### src/rtl/uart_ctrl_pkg.sv
`default_nettype none
// +--------------------------------------------------------------------+
// | Module : uart_ctrl_pkg                                             |
// | Brief  : Shared state encodings, widths and ALU opcodes            |
// | Rev    : 1.0  initial release                                      |
// +--------------------------------------------------------------------+
package uart_ctrl_pkg;

  localparam int c_NB_DATA  = 8;
  localparam int c_NB_OP    = 6;
  localparam int c_NB_STATE = 3;

  localparam logic [c_NB_STATE-1:0] c_WAIT_A  = 3'd0;
  localparam logic [c_NB_STATE-1:0] c_WAIT_B  = 3'd1;
  localparam logic [c_NB_STATE-1:0] c_WAIT_OP = 3'd2;
  localparam logic [c_NB_STATE-1:0] c_EXEC    = 3'd3;
  localparam logic [c_NB_STATE-1:0] c_SEND    = 3'd4;
  localparam logic [c_NB_STATE-1:0] c_WAIT_TX = 3'd5;

  // Opcode values shared with the ALU (MIPS funct style)
  localparam logic [c_NB_OP-1:0] c_OP_ADD = 6'b100000;
  localparam logic [c_NB_OP-1:0] c_OP_SUB = 6'b100010;
  localparam logic [c_NB_OP-1:0] c_OP_AND = 6'b100100;
  localparam logic [c_NB_OP-1:0] c_OP_OR  = 6'b100101;
  localparam logic [c_NB_OP-1:0] c_OP_XOR = 6'b100110;
  localparam logic [c_NB_OP-1:0] c_OP_NOR = 6'b100111;
  localparam logic [c_NB_OP-1:0] c_OP_SRA = 6'b000011;
  localparam logic [c_NB_OP-1:0] c_OP_SRL = 6'b000010;

  function automatic logic is_collecting(input logic [c_NB_STATE-1:0] s);
    return (s == c_WAIT_B) || (s == c_WAIT_OP);
  endfunction

endpackage
`default_nettype wire

### src/rtl/ctrl_timeout_cnt.sv
`default_nettype none
// +--------------------------------------------------------------------+
// | Module : ctrl_timeout_cnt                                          |
// | Brief  : Inter-byte timeout counter (UART_CTRL_TIMEOUT_EN only)    |
// | Rev    : 1.0  initial release                                      |
// +--------------------------------------------------------------------+
`ifdef UART_CTRL_TIMEOUT_EN
module ctrl_timeout_cnt #(
  parameter int TIMEOUT_CYC = 100000
) (
  input  logic clk,
  input  logic reset,
  input  logic clear,
  input  logic enable,
  output logic tc
);

  localparam int c_W = (TIMEOUT_CYC > 2) ? $clog2(TIMEOUT_CYC) : 1;
  localparam logic [c_W-1:0] c_TERM = c_W'(TIMEOUT_CYC - 1);

  logic [c_W-1:0] r_cnt;

  always_ff @(posedge clk or negedge reset) begin
    if (!reset)      r_cnt <= '0;
    else if (clear)  r_cnt <= '0;
    else if (enable) r_cnt <= r_cnt + c_W'(1);
  end

  // Terminal count only matters while actually waiting for a byte
  assign tc = enable && (r_cnt == c_TERM);

endmodule
`endif
`default_nettype wire

### src/rtl/uart_alu_ctrl.sv
`default_nettype none
// +--------------------------------------------------------------------+
// | Module : uart_alu_ctrl                                             |
// | Brief  : RX -> ALU -> TX sequencer; optional inter-byte timeout    |
// |          enabled by macro UART_CTRL_TIMEOUT_EN                     |
// | Rev    : 1.0  initial release                                      |
// +--------------------------------------------------------------------+
module uart_alu_ctrl
  import uart_ctrl_pkg::*;
#(
  parameter int NB_DATA     = c_NB_DATA,
  parameter int NB_OP       = c_NB_OP,
  parameter int TIMEOUT_CYC = 100000
) (
  input  logic               clk,
  input  logic               reset,
  input  logic               rx_done_tick,
  input  logic [NB_DATA-1:0] rx_data,
  input  logic [NB_DATA-1:0] alu_result,
  input  logic               tx_done_tick,
  output logic [NB_DATA-1:0] op_a,
  output logic [NB_DATA-1:0] op_b,
  output logic [NB_OP-1:0]   op_code,
  output logic [NB_DATA-1:0] tx_data,
  output logic               tx_start,
  output logic               busy,
  output logic               rx_overrun,
  output logic               timeout
);

  logic [c_NB_STATE-1:0] r_state;
  logic [c_NB_STATE-1:0] w_state_nxt;
  logic w_ld_a, w_ld_b, w_ld_op, w_accept;
  logic w_drop, w_load_tx, w_bad;
  logic w_to_tc;

  always_ff @(posedge clk or negedge reset) begin
    if (!reset) r_state <= c_WAIT_A;
    else        r_state <= w_state_nxt;
  end

  always_comb begin
    w_state_nxt = r_state;
    case (r_state)
      c_WAIT_A:  if (rx_done_tick) w_state_nxt = c_WAIT_B;
      c_WAIT_B:  begin
        if (rx_done_tick) w_state_nxt = c_WAIT_OP;
        else if (w_to_tc) w_state_nxt = c_WAIT_A;
      end
      c_WAIT_OP: begin
        if (rx_done_tick) w_state_nxt = c_EXEC;
        else if (w_to_tc) w_state_nxt = c_WAIT_A;
      end
      c_EXEC:    w_state_nxt = c_SEND;
      c_SEND:    w_state_nxt = c_WAIT_TX;
      // A byte landing with tx_done starts the next frame straight away
      c_WAIT_TX: if (tx_done_tick) w_state_nxt = rx_done_tick ? c_WAIT_B : c_WAIT_A;
      default:   w_state_nxt = c_WAIT_A;
    endcase
  end

  always_comb begin
    w_ld_a    = 1'b0;
    w_ld_b    = 1'b0;
    w_ld_op   = 1'b0;
    w_drop    = 1'b0;
    w_load_tx = 1'b0;
    w_bad     = 1'b0;
    case (r_state)
      c_WAIT_A:  w_ld_a = rx_done_tick;
      c_WAIT_B:  w_ld_b = rx_done_tick;
      c_WAIT_OP: w_ld_op = rx_done_tick;
      c_EXEC:    begin
        w_load_tx = 1'b1;
        w_drop    = rx_done_tick;
      end
      c_SEND:    w_drop = rx_done_tick;
      c_WAIT_TX: begin
        if (tx_done_tick) w_ld_a = rx_done_tick;
        else              w_drop = rx_done_tick;
      end
      default:   w_bad = 1'b1;
    endcase
  end

  assign w_accept = w_ld_a | w_ld_b | w_ld_op;
  assign busy     = (r_state != c_WAIT_A);

  // tx_data is loaded on the edge entering SEND so it is valid alongside tx_start
  always_ff @(posedge clk or negedge reset) begin
    if (!reset) begin
      op_a       <= '0;
      op_b       <= '0;
      op_code    <= '0;
      tx_data    <= '0;
      tx_start   <= 1'b0;
      rx_overrun <= 1'b0;
    end else begin
      tx_start   <= w_load_tx;
      rx_overrun <= w_drop;
      if (w_bad) begin
        op_a    <= '0;
        op_b    <= '0;
        op_code <= '0;
      end
      if (w_ld_a)    op_a    <= rx_data;
      if (w_ld_b)    op_b    <= rx_data;
      if (w_ld_op)   op_code <= rx_data[NB_OP-1:0];
      if (w_load_tx) tx_data <= alu_result;
    end
  end

`ifdef UART_CTRL_TIMEOUT_EN
  logic w_to_en, w_to_clear, r_timeout;

  assign w_to_en    = is_collecting(r_state);
  assign w_to_clear = w_accept || (w_state_nxt == c_WAIT_A);

  ctrl_timeout_cnt #(
    .TIMEOUT_CYC (TIMEOUT_CYC)
  ) u_timeout_cnt (
    .clk    (clk),
    .reset  (reset),
    .clear  (w_to_clear),
    .enable (w_to_en),
    .tc     (w_to_tc)
  );

  always_ff @(posedge clk or negedge reset) begin
    if (!reset) r_timeout <= 1'b0;
    else        r_timeout <= w_to_tc && !rx_done_tick;
  end

  assign timeout = r_timeout;
`else
  assign w_to_tc = 1'b0;
  assign timeout = 1'b0;
`endif

endmodule
`default_nettype wire
### config.mk
export PLATFORM = sky130hd
export DESIGN_NAME = uart_alu_ctrl
export DESIGN_NICKNAME = d
export VERILOG_FILES = /design/src/rtl/uart_ctrl_pkg.sv /design/src/rtl/ctrl_timeout_cnt.sv /design/src/rtl/uart_alu_ctrl.sv
export SDC_FILE = /design/constraint.sdc
export NUM_CORES = 1
export LEC_CHECK = 0
export CORE_ASPECT_RATIO = 0.75
export CORE_MARGIN = 1
export CORE_UTILIZATION = 30
export DETAILED_ROUTE_END_ITERATION = 16
export PLACE_DENSITY = 0.55
export SYNTH_ARGS = -nofsm -noshare
export SYNTH_HDL_FRONTEND = slang
export SYNTH_SLANG_ARGS = --single-unit
### constraint.sdc
create_clock -name clk -period 2.5 [get_ports clk]
set_clock_uncertainty 0.05 [all_clocks]
set_input_delay 0.75 -clock clk [delete_from_list [all_inputs] [get_ports clk]]
set_output_delay 0.75 -clock clk [all_outputs]
set_load 0.02 [all_outputs]
==> summary by stage <==
Power and ir drop
The analysis attributes to net switching a power of 0.00108 W. The cell-internal power is 0.00178 W. The combinational cell fraction of total power is 51.9%. The areal power density over the cells is between 1000 and 1500 mW/mm2. VDD sags by at most 0.484 mV. The part of the total power dissipated in the clock network is between 10% and 20%. The switching part of the total power is 37.8%. The cell leakage power is 0.931 nW.

The share of total power dissipated in sequential elements is roughly a third.

Clocking
TritonCTS built the clock tree. The number of gates given a new drive strength after cts is 0. The CTS sink count is 35. At the later pin of the worst-skew pair, clock insertion delay measures 0.28 ns. Once the clock tree was built, the setup fixing pass inserted 0 buffers. The longest clock path from root to sink contains 2 buffers. The clock transition time at the flip-flop clock pins of the worst setup and hold paths is 0.07 ns.

The quantity of hold-fixing buffers added after cts is 0. Clock tree synthesis selected as its root buffer the cell sky130_fd_sc_hd__clkbuf_8. In this run, CTS created clock tree buffers numbering 5. The H-tree was split into 2 levels.

Drt
In the routed design, unresolved DRC markers number 2. For this block, the initial DRC count from the detailed router was 89. The detail-routed via count per cell is 5.04. For this run, the detailed router's first-pass iteration total came to 11. The post-route antenna net violation count is 0.

The via count is 1114. The routed length per placed instance is 16.4 um. The wire length reported by the detailed router is 3610 um.

GRT
The pin count of the biggest net entering global routing is 36. The number of global-route vias before repair came to roughly 1100. The global routing usage summed across all routing layers is 14.0%. The number of antenna violations at the first check in global routing was 0. Summed over all layers, the global routing overflow is 0. The wire length of the first global-routing pass is 5780 um.

Layout
The number of inserted filler cells in the final layout is 450. The final standard cell count with taps included and fillers excluded is 221. The ratio of cells with drive above 1 in the final layout is 18.0%. The most frequent standard cell in the layout excluding fill and tap cells is sky130_fd_sc_hd__clkdlybuf4s50_1. The sequential cells in the finished layout cover a total of roughly 900 um2.

The number of nets at the end of the flow is 181. The top cell types in the final layout, fill and taps aside, are sky130_fd_sc_hd__clkdlybuf4s50_1, sky130_fd_sc_hd__dfrtp_1, sky130_fd_sc_hd__a32o_1, sky130_fd_sc_hd__a32oi_1, sky130_fd_sc_hd__o2bb2ai_1. The core utilization of the finished layout is 44.3%. The multi-input combinational cell area is 581 um2. 0 antenna diodes ended up in the layout.

The area overhead of the layout relative to synthesis is 40.9%. The total non-filler cell area in the finished layout is between 0.002 and 0.0025 mm2.

Yosys
The number of nets handed over by synthesis was 128. The average instance in the mapped netlist occupies 14.3 um2. In this run, synthesis produced a sequential element count of 35. Yosys mapped the design onto 32 distinct sky130hd cell types. The number of warning messages in the yosys log is 0. The cell area that synthesis handed to floorplanning was ~0.0015 mm2. Synthesis produced about 110 cells. The share of the Yosys chip area taken by registers is 56.6%.

Critical path
Data on the critical path arrives at its endpoint at 1.49 ns. The worst setup path is launched from a register. In this run the worst path has a maximum fanout of 2. At the worst endpoint, the required time is 1.70 ns. The category of the most critical setup path is reg2out. The worst setup path is captured at an output pin.

Floorplan
The area of the placeable core is 0.00493 mm2. The die covers ~0.0055 mm2. The I/O pin total is 54. In this run the horizontal extent of the chip is 84.9 um. The floorplan step set the die height to about 64 um. The cell row count is 22. For this configuration, the core starts out at a cell density of 31.4%.

Timing
The minimum clock period is 2.29 ns. Setup repair after global routing left no endpoint under its margin. For this run, the top clock speed supported by timing is 437 MHz.

After routing, the total negative slack on setup checks comes to 0 ns. The final count of pins violating max slew is 0. The final setup violation count is 0. The final hold violation count is 0. Of the available clock period, the critical path in the final layout requires 91.6%.

Placed design
During placement, the flow inserted port buffers numbering between 50 and 60. The final weighted congestion of routability-driven global placement is 0.751. The placed standard-cell area is 0.00209 mm2.

In this run, placement finished with an instance count of 214. The total half-perimeter wirelength after legalization and detailed placement is 2680 um.

Min path
The tightest min-delay check is of the reg2reg type.

Outcome
The flow ran to the end, but the final reports show violations. The final reports fail on DRC.

Job
Max-cap violations in this run came to 0.
[area by class of cell]
cell class | instances | area share (%)
Inverter | 3 | 0.516
Clock buffer | 6 | 3.79
Multi-Input combinational cell | 60 | 26.6
Tap cell | 60 | 3.44
Clock inverter | 1 | 0.229
Timing Repair Buffer | 56 | 25.2
Sequential cell | 35 | 40.2
[path summary, 6_finish.rpt]
kind | start | cells past startpoint | slack, ns | end
worst max-delay path | r_state[0] | 3 | 0.21 | busy
worst min-delay path | op_code[3] | 1 | 0.45 | op_code[3]
worst max register to register | r_state[2] | 4 | 0.89 | tx_data[1]
worst min register to register | op_code[3] | 1 | 0.45 | op_code[3]
max in group asynchronous | reset | 2 | 1.26 | op_code[3]
min in group asynchronous | reset | 2 | 0.82 | tx_data[3]
[cells in the mapped netlist]
| master | count | area, um2 |
|---|---|---|
| sky130_fd_sc_hd__dfrtp_1 | 35 | 876 |
| sky130_fd_sc_hd__a32o_1 | 8 | 80.1 |
| sky130_fd_sc_hd__a32oi_1 | 8 | 70.1 |
| sky130_fd_sc_hd__o2bb2ai_1 | 8 | 70.1 |
| sky130_fd_sc_hd__mux2_4 | 7 | 105 |
| sky130_fd_sc_hd__a22o_1 | 6 | 52.6 |
| sky130_fd_sc_hd__buf_6 | 4 | 45.0 |
| sky130_fd_sc_hd__buf_4 | 3 | 22.5 |
| sky130_fd_sc_hd__nand2_1 | 3 | 11.3 |
| sky130_fd_sc_hd__clkbuf_1 | 2 | 7.51 |
| sky130_fd_sc_hd__inv_1 | 2 | 7.51 |
| sky130_fd_sc_hd__mux2i_1 | 2 | 20.0 |
| sky130_fd_sc_hd__a211o_1 | 1 | 8.76 |
| sky130_fd_sc_hd__a21boi_2 | 1 | 11.3 |
| sky130_fd_sc_hd__a221oi_1 | 1 | 8.76 |
| sky130_fd_sc_hd__a31oi_2 | 1 | 12.5 |
| sky130_fd_sc_hd__and3_1 | 1 | 6.26 |
| sky130_fd_sc_hd__and3_4 | 1 | 11.3 |
| sky130_fd_sc_hd__buf_2 | 1 | 5.00 |
| sky130_fd_sc_hd__conb_1 | 1 | 3.75 |
| sky130_fd_sc_hd__inv_2 | 1 | 3.75 |
| sky130_fd_sc_hd__mux2_1 | 1 | 11.3 |
| sky130_fd_sc_hd__nand3_2 | 1 | 10.0 |
| sky130_fd_sc_hd__nor2_1 | 1 | 3.75 |
| sky130_fd_sc_hd__nor2_2 | 1 | 6.26 |
| sky130_fd_sc_hd__nor2b_2 | 1 | 8.76 |
| sky130_fd_sc_hd__nor2b_4 | 1 | 13.8 |
| sky130_fd_sc_hd__nor3_4 | 1 | 16.3 |
| sky130_fd_sc_hd__o21a_4 | 1 | 15.0 |
| sky130_fd_sc_hd__o21ai_1 | 1 | 5.00 |
| sky130_fd_sc_hd__o21ai_2 | 1 | 8.76 |
| sky130_fd_sc_hd__o21ba_1 | 1 | 10.0 |
[routing by layer]
| metal | up-vias | wire length (um) | GRT usage [%] |
|---|---|---|---|
| met4 | 0 | 53 | 5.72 |
| met2 | 21 | 1720 | 21.6 |
| li1 | 522 | - | - |
| met5 | - | 0 | 0 |
| met3 | 6 | 113 | 3.23 |
| met1 | 565 | 1730 | 19.1 |
[worst max-delay path, cell delays in order, from the launching register on]
cell                              delay, ns
sky130_fd_sc_hd__dfrtp_1               0.41
sky130_fd_sc_hd__nor3_4                0.21
sky130_fd_sc_hd__inv_1                 0.05
sky130_fd_sc_hd__clkdlybuf4s50_1       0.54
[metrics by stage]
stage | hold slack, ns | setup WS [ns] | total power [W]
floorplan | 0.404 | 0.892 | 0.00188
global placement | 0.431 | 0.238 | 0.00246
detailed placement | 0.441 | 0.205 | 0.00248
CTS | 0.459 | 0.177 | 0.00290
global route | 0.470 | 0.137 | 0.00305
finish | 0.448 | 0.209 | 0.00287
[cell families after synthesis]
kind of cell	Yosys count	share of synthesized area, %
AO/OA/AOI/OAI	38	22.8
flip-flops	35	56.6
buffers and inverters	13	5.90
AND/OR/NAND/NOR	11	5.66
multiplexers	10	8.81
other	1	0.242
[sequential cells by signal, summed over array words and instances, names as in the netlist]
name,flops
op_a,8
r_state,3
tx_data,8
tx_start,1
op_b,8
rx_overrun,1
op_code,6
[power by group through the flow]
stage | registers [W] | clock network [W] | logic [W]
global placement | 0.000975 | 0 | 0.00148
detailed placement | 0.000979 | 0 | 0.00150
CTS | 0.000973 | 0.000428 | 0.00150
finish | 0.000971 | 0.000408 | 0.00149
global route | 0.00100 | 0.000453 | 0.00159
floorplan | 0.00122 | 0 | 0.000662
(Power assumes the default switching activity.)
